$ cat config.mk
export PLATFORM = sky130hd
export DESIGN_NAME = fetcher
export DESIGN_NICKNAME = d
export VERILOG_FILES = /design/src/rtl/fetcher.sv
export SDC_FILE = /design/constraint.sdc
export NUM_CORES = 1
export LEC_CHECK = 0
export ABC_AREA = 1
export BUFFER_PORTS_ARGS = -buffer_cell sky130_fd_sc_hd__buf_2
export CORE_MARGIN = 1
export CORE_UTILIZATION = 55
export DETAILED_ROUTE_END_ITERATION = 16
export GPL_ROUTABILITY_DRIVEN = 0
export PLACE_DENSITY_LB_ADDON = 0.08
export REMOVE_ABC_BUFFERS = 1
export SYNTH_ARGS = -nofsm -noshare
export SYNTH_HDL_FRONTEND = slang
export SYNTH_SLANG_ARGS = --single-unit
$ cat constraint.sdc
create_clock -name clk -period 4.5 [get_ports clk]
set_input_delay 1.125 -clock clk [delete_from_list [all_inputs] [get_ports clk]]
set_output_delay 1.125 -clock clk [all_outputs]
set_load 0.01 [all_outputs]
$ cat src/rtl/fetcher.sv
// Instruction fetch stage: fetches one instruction per core FETCH through a
// valid/ready handshake, with a single-entry line buffer and a hung-memory timeout.
module fetcher #(
  parameter int unsigned PROGRAM_MEM_ADDR_BITS = 8,
  parameter int unsigned PROGRAM_MEM_DATA_BITS = 16,
  parameter int unsigned TIMEOUT_CYCLES        = 255
) (
  input  logic                             clk,
  input  logic                             reset,
  input  logic [2:0]                       core_state,
  input  logic [PROGRAM_MEM_ADDR_BITS-1:0] current_pc,
  input  logic                             flush,
  output logic                             mem_read_valid,
  output logic [PROGRAM_MEM_ADDR_BITS-1:0] mem_read_address,
  input  logic                             mem_read_ready,
  input  logic [PROGRAM_MEM_DATA_BITS-1:0] mem_read_data,
  output logic [2:0]                       fetcher_state,
  output logic [PROGRAM_MEM_DATA_BITS-1:0] instruction,
  output logic                             fetch_error
);

  localparam int unsigned CNT_W = $clog2(TIMEOUT_CYCLES);
  localparam logic [CNT_W-1:0] CNT_LAST = CNT_W'(TIMEOUT_CYCLES - 1);
  localparam logic [PROGRAM_MEM_DATA_BITS-1:0] RET_INSTR = PROGRAM_MEM_DATA_BITS'(16'hF000);
  localparam logic [2:0] CORE_FETCH  = 3'b001;
  localparam logic [2:0] CORE_DECODE = 3'b010;

  typedef enum logic [2:0] {
    S_IDLE     = 3'b000,
    S_FETCHING = 3'b001,
    S_FETCHED  = 3'b010
  } state_t;

  state_t                             state, state_d;
  logic                               valid_d;
  logic [PROGRAM_MEM_ADDR_BITS-1:0]   addr_d;
  logic [PROGRAM_MEM_DATA_BITS-1:0]   instr_d;
  logic                               err_d;
  logic [CNT_W-1:0]                   cnt, cnt_d;
  logic                               buf_valid, buf_valid_d;
  logic [PROGRAM_MEM_ADDR_BITS-1:0]   buf_tag, buf_tag_d;
  logic [PROGRAM_MEM_DATA_BITS-1:0]   buf_data, buf_data_d;

  assign fetcher_state = state;

  // State and all output registers
  always_ff @(posedge clk or negedge reset) begin
    if (!reset) begin
      state            <= S_IDLE;
      mem_read_valid   <= 1'b0;
      mem_read_address <= '0;
      instruction      <= '0;
      fetch_error      <= 1'b0;
      cnt              <= '0;
      buf_valid        <= 1'b0;
      buf_tag          <= '0;
      buf_data         <= '0;
    end else begin
      state            <= state_d;
      mem_read_valid   <= valid_d;
      mem_read_address <= addr_d;
      instruction      <= instr_d;
      fetch_error      <= err_d;
      cnt              <= cnt_d;
      buf_valid        <= buf_valid_d;
      buf_tag          <= buf_tag_d;
      buf_data         <= buf_data_d;
    end
  end

  // Next-state and next-output logic
  always_comb begin
    state_d     = state;
    valid_d     = mem_read_valid;
    addr_d      = mem_read_address;
    instr_d     = instruction;
    err_d       = fetch_error;
    cnt_d       = cnt;
    buf_valid_d = buf_valid;
    buf_tag_d   = buf_tag;
    buf_data_d  = buf_data;

    unique case (state)
      S_IDLE: begin
        if (core_state == CORE_FETCH) begin
          if (buf_valid && (buf_tag == current_pc)) begin
            instr_d = buf_data;
            state_d = S_FETCHED;
          end else begin
            valid_d = 1'b1;
            addr_d  = current_pc;
            cnt_d   = '0;
            state_d = S_FETCHING;
          end
        end
      end
      S_FETCHING: begin
        // Ready beats the timeout when both land on the same edge
        if (mem_read_ready) begin
          instr_d     = mem_read_data;
          buf_valid_d = 1'b1;
          buf_tag_d   = mem_read_address;
          buf_data_d  = mem_read_data;
          valid_d     = 1'b0;
          state_d     = S_FETCHED;
        end else if (cnt == CNT_LAST) begin
          valid_d = 1'b0;
          instr_d = RET_INSTR;
          err_d   = 1'b1;
          state_d = S_FETCHED;
        end else begin
          cnt_d = cnt + CNT_W'(1);
        end
      end
      S_FETCHED: begin
        if (core_state == CORE_DECODE) state_d = S_IDLE;
      end
      default: state_d = S_IDLE;
    endcase

    // Flush overrides a same-edge fill
    if (flush) buf_valid_d = 1'b0;
  end

endmodule

==> flow_summary.ini, run 1 <==
[synthesis]
synthCells = 349
ys_types = 29
synthArstFlopShare = 1.00
synth.avg_cell_area_um2 = 8.22
yosys_most_used_dff = dfrtp_1
synthesis.area_um2 = 2870
ys_ff_latch = 61
synth_edf_count = 0
yosysSeqAreaShare = 0.532
yosysWarnings = 0

[hold_path]
worstHoldPathType = flop to flop

[setup_path]
cp-end-kind = flop
worstPathArrival_ps = 2820
crit_required_ps = 4720
path_class = flop to flop
critPathLaunchType = flop
reg2reg_depth = 10
critPathLaunch = fetcher_state[1]$_DFFE_PN0P_
critical_path.max_fanout = 26
reg2reg_slack_ps = 1910
timing.rr.start = fetcher_state[1]$_DFFE_PN0P_
crit_end = cnt[3]$_DFFE_PN0P_
r2r-end = cnt[3]$_DFFE_PN0P_

[floorplan]
die_h_um = 74.2
core_um2 = 4880
die_x_um = 74.2
placementRows = 25
ios = 60
die_area_um2 = 5510
start_util = 0.588

[clock_tree]
cts_inserted_buffers = 9
cts_resized = 0
cts_root_buf = clkbuf_8
clockBufferDepth = 2
ctsHoldBuffers = 0
clkSlewWorstSetupHoldPaths_ps = 70
cts.sinks = 61
clock_latency_ps = 330
cts_tree = done
postCtsSetupBuffers = 0
h-tree-depth = 3

[layout]
drive_gt1_frac = 0.246
area_delta_synth_final_pct = 18.2
num-fill-cells = 411
layout.nets = 439
seq_area_um2 = 1530
antennaDiodeCount = 0
multiInputGateArea_um2 = 1100

[sta]
timing.fmax_ghz = 0.386
tns_ps = 0
finalHoldViolCount = 0
slew_headroom = 0.333
setup_viol = 0
finalCriticalPeriod_ps = 2590
slew_viol_final = 0
setup_slack_ps = 1910
clock_skew_ps = 8.07
rsz0062_at_grt = no
period_share = 0.576
tightest_slew_ps = 1000

[detailed_routing]
first_iter_violations = 131
drt-total-wl_um = 5900
wire_per_inst_um = 12.3
drc = 0
antenna_left = 0
drt_pre_antenna_iters = 5
dr_total_vias = 2385
vias_per_cell = 4.99

[status]
status = completed

[grt]
grt_usage = 0.244
grt_max_degree = 47
grt_antenna_before_repair = 0
grt_overflow_total = 0
grt_pass1_vias = 2290
grt_pass1_wl_um = 10000

[place]
pre_cts_ws_ps = 1760
hpwlAfterDp_um = 3930
port_buffers = 58

[power]
leakage_nw = 1.81
peakVddDrop_uv = 301
cellPowerDensity_nw_per_um2 = 656

[job]
maxCapViolations = 0
[critical path, stage by stage (launching register included)]
cell and delay (ps):
dfrtp_1 440, inv_2 70, nand2_1 340, inv_2 380
nand3_2 280, nand2_2 190, inv_4 110, nand3_4 310
nand2_2 180, nand2_1 110, nand2_1 60
[through the flow]
step	utilization	std cells	cell area [um2]	hold slack, ps	power, mW
floorplan	-	335	2790	461	1.44
global placement	0.652	462	3180	449	1.70
detailed placement	0.652	462	3180	453	1.73
CTS	0.695	478	3390	470	2.24
global route	0.695	478	3390	484	2.42
finish	0.695	478	3390	467	2.23
[power breakdown]
part | leakage [nW] | internal, mW | total (mW) | switching, mW
Combinational | 0.936 | 0.282 | 0.841 | 0.558
Clock | 0.106 | 0.301 | 0.507 | 0.207
Sequential | 0.767 | 0.769 | 0.878 | 0.108
[Yosys cell counts (2+ instances only)]
master    number  area share
a21oi_1       14       0.024
buf_2          7       0.012
buf_6          2      0.0078
clkbuf_1       4      0.0052
dfrtp_1       61        0.53
ha_1           2      0.0087
inv_1         36       0.047
inv_2          6      0.0078
nand2_1      105        0.14
nand2_2        7       0.015
nand3_1       28       0.049
nor2_1        16       0.021
nor3_1         5      0.0087
o21ai_0       33       0.058
o21ai_2        8       0.024
xor2_1         2      0.0061
[routing by layer]
layer | wire (um) | track usage | vias up
li1 | - | - | 1216
met1 | 2740 | 0.318 | 1102
met2 | 2810 | 0.394 | 58
met3 | 262 | 0.0488 | 9
met4 | 89 | 0.117 | 0
met5 | 0 | 0 | -
[cell families after synthesis]
family / share of synthesized area
adder cells (fa/ha/maj): 0.00872
XOR/XNOR: 0.00611
AO/OA/AOI/OAI: 0.113
flip-flops: 0.532
other: 0.00131
AND/OR/NAND/NOR: 0.253
buffers and inverters: 0.0850
[worst min-delay path by stage]
stage	from	end	slack, ps	depth (start not counted)
after CTS	instruction[9]$_DFFE_PN0P_	instruction[9]$_DFFE_PN0P_	470	2
final	instruction[9]$_DFFE_PN0P_	instruction[9]$_DFFE_PN0P_	470	2
after floorplan	buf_tag[2]$_DFFE_PN0P_	buf_tag[2]$_DFFE_PN0P_	460	2
after detailed placement	instruction[9]$_DFFE_PN0P_	instruction[9]$_DFFE_PN0P_	450	2
after global routing	instruction[15]$_DFFE_PN0P_	instruction[15]$_DFFE_PN0P_	480	2
after global placement	instruction[0]$_DFFE_PN0P_	instruction[0]$_DFFE_PN0P_	450	2
[placed cells by master, fill, tap and decap left out, types with 2 or more instances in the layout]
| cell | n |
|---|---|
| nor3_1 | 5 |
| o21ai_2 | 8 |
| xor2_1 | 2 |
| ha_1 | 2 |
| buf_2 | 58 |
| nand2_2 | 7 |
| dfrtp_1 | 61 |
| nor2_1 | 15 |
| nand2_1 | 105 |
| inv_1 | 36 |
| buf_4 | 2 |
| o21ai_0 | 33 |
| a21oi_1 | 14 |
| clkbuf_8 | 12 |
| inv_2 | 6 |
| nand3_1 | 28 |
[final cells by class]
| class | count | area share |
|---|---|---|
| inverters | 43 | 0.0483 |
| multi-input cells | 231 | 0.325 |
| clock buffers | 13 | 0.0498 |
| repair buffers | 60 | 0.0900 |
| flip-flops and latches | 61 | 0.450 |
| well taps | 67 | 0.0247 |
| clock inverters | 3 | 0.0125 |
[state kept, by name, indices dropped and copies added (netlist names)]
| name | cells |
|---|---|
| fetch_error | 1 |
| buf_valid | 1 |
| cnt | 8 |
| buf_data | 16 |
| instruction | 16 |
| mem_read_address | 8 |
| buf_tag | 8 |
| mem_read_valid | 1 |
| fetcher_state | 2 |
Power figures use the tool's default switching activity.
==> run 2, diff against run 1 <==
Settings changed: ABC_AREA 1 to 0, CORE_UTILIZATION 55 to 54.
Clock period 4.5 ns to 2.5 ns, I/O delays scaled along.
==> run 2 against run 1 <==
  * Sequential share of layout area fell by 0.15 points
  * Critical path depth is 4 lower
  * Register-to-register slack worse by 1600 ps
  * Sequential power increased by 95%
  * Critical path type unchanged
  * Critical endpoint is now instruction[4]$_DFFE_PN0P_
  * Largest cell class unchanged
==> flow_summary.ini, run 2 <==
[synthesis]
synth.avg_cell_area_um2 = 10.6
synth_fa_ha_area_frac = 0.00880
synth_top_family_by_area = simple AND/OR/NAND/NOR gates
synth_edf_count = 0
synth_most_common_cell = nand2_1
synthArstFlopShare = 1.00
synth_mux_area_frac = 0.116
ys_types = 41
synth_top_area_cell = dfrtp_1
synth_top_cell_area_share = 0.537
ys_ff_latch = 61
synth_compound_area_frac = 0.0999
yosys-top-cells-area = dfrtp_1, nand2_1, mux2_4, mux2_2, a22o_1
yosysWarnings = 0
synth_xor_area_frac = 0.0246
yosys.area_share.simple = 0.176
yosys-top-cells-count = nand2_1, dfrtp_1, mux2_4, mux2_2, nor2_1
yosysSeqAreaShare = 0.537
synthesis.area_um2 = 2840
synthCells = 269
yosys_most_used_dff = dfrtp_1

[grt]
grt_pass1_wl_um = 8830
grt_max_degree = 31
grt_usage = 0.217
grt_pass1_vias = 1872
grt_overflow_total = 0
grt_antenna_before_repair = 0

[job]
maxCapViolations = 0

[sta]
hold_slack_ps = 225
finalCriticalPeriod_ps = 2210
finalHoldViolCount = 0
tightest_slew_ps = 752
period_share = 0.882
timing.fmax_ghz = 0.454
slew_viol_final = 0
tns_ps = 0
slew_headroom = 0.499
clock_skew_ps = 4.30
rsz0062_at_grt = no
setup_viol = 0

[floorplan]
placementRows = 26
die_h_um = 74.6
die_area_um2 = 5560
ios = 60
die_x_um = 74.6
core_um2 = 5070
start_util = 0.560

[power]
cellPowerDensity_nw_per_um2 = 1120
p_total_mw = 3.80
leakage_nw = 1.77
peakVddDrop_uv = 595

[setup_path]
cp-end-kind = flop
reg2reg_slack_ps = 290
path_class = flop to flop
critical_path.max_fanout = 17
critPathLaunchType = flop
crit_required_ps = 2710
worstPathArrival_ps = 2420

[layout]
top_regs = buf_data x16, instruction x16
area_delta_synth_final_pct = 19.7
layout_commonest_cell = nand2_1
drive_gt1_frac = 0.327
seq_area_um2 = 1530
final_cell_mix = nand2_1, dfrtp_1, buf_2
layout.nets = 367
multiInputGateArea_um2 = 1210
num-fill-cells = 417
antennaDiodeCount = 0
fin_util = 0.671

[clock_tree]
cts_tree = done
ctsHoldBuffers = 0
h-tree-depth = 3
cts_inserted_buffers = 9
clkSlewWorstSetupHoldPaths_ps = 70
clock_latency_ps = 330
cts.sinks = 61
clockBufferDepth = 2
cts_resized = 0
postCtsSetupBuffers = 0
cts_root_buf = clkbuf_8

[detailed_routing]
vias_per_cell = 5.18
drt_pre_antenna_iters = 5
wire_per_inst_um = 13.4
antenna_left = 0
drt-total-wl_um = 5490
dr_total_vias = 2117
drc = 0
first_iter_violations = 63

[hold_path]
worstHoldPathType = input pin to asynchronous set/reset pin

[place]
port_buffers = 58
hpwlAfterDp_um = 3690

[status]
status = completed
## run 2: path summary, 6_finish.rpt
path                                              start                               to  depth (start not counted)
worst min register to register  fetch_error$_DFFE_PN0P_          fetch_error$_DFFE_PN0P_                          1
worst max register to register       cnt[1]$_DFFE_PN0P_       instruction[4]$_DFFE_PN0P_                          6
min in group clk                                  flush            buf_valid$_DFFE_PN0P_                          2
worst max-delay path                 cnt[1]$_DFFE_PN0P_       instruction[4]$_DFFE_PN0P_                          6
max in group asynchronous                         reset  mem_read_address[4]$_DFFE_PN0P_                          2
worst min-delay path                              reset      instruction[12]$_DFFE_PN0P_                          1
## run 2: critical path: stages, from the launching register on
cell and delay, ps:
dfrtp_1 420, ha_1 200, nand4_1 110, nor2_1 90
o21ai_1 220, a21boi_4 640, mux2_2 420
## run 2: layout make-up
| type | instances | share of cell area |
|---|---|---|
| clock inverters | 5 | 0.0147 |
| multi-input cells | 187 | 0.357 |
| well taps | 70 | 0.0257 |
| clock buffers | 11 | 0.0415 |
| inverters | 9 | 0.00993 |
| flip-flops and latches | 61 | 0.449 |
| repair buffers | 66 | 0.103 |
## run 2: metrics by stage
step	setup WS (ps)	area, um2	instances
5_1_grt	164	3400	409
3_3_place_gp	251	3210	393
3_5_place_dp	210	3210	393
4_1_cts	264	3400	409
6_report	295	3400	409
2_1_floorplan	365	2770	257
## run 2: cell families (layout without fill, tap and decap cells)
logic type,count (synthesis),in the layout
flip-flops,61,61
multiplexers,25,25
AO/OA/AOI/OAI,38,38
XOR/XNOR,8,8
adder cells (fa/ha/maj),2,2
AND/OR/NAND/NOR,113,113
buffers and inverters,21,91
other,1,1
## run 2: where the power goes
group	leakage (nW)	switching (mW)	internal [mW]	total, mW
clock	0.103	0.371	0.481	0.852
sequential	0.773	0.288	1.42	1.71
combinational	0.896	0.589	0.651	1.24
## run 2: routing by layer
layer / part of all wire / up-vias / routed length, um / track usage
li1: - / 1038 / - / -
met1: 0.46 / 1023 / 2550 / 0.293
met2: 0.48 / 51 / 2640 / 0.333
met3: 0.043 / 5 / 234 / 0.0447
met4: 0.012 / 0 / 65 / 0.113
met5: 0 / - / 0 / 0
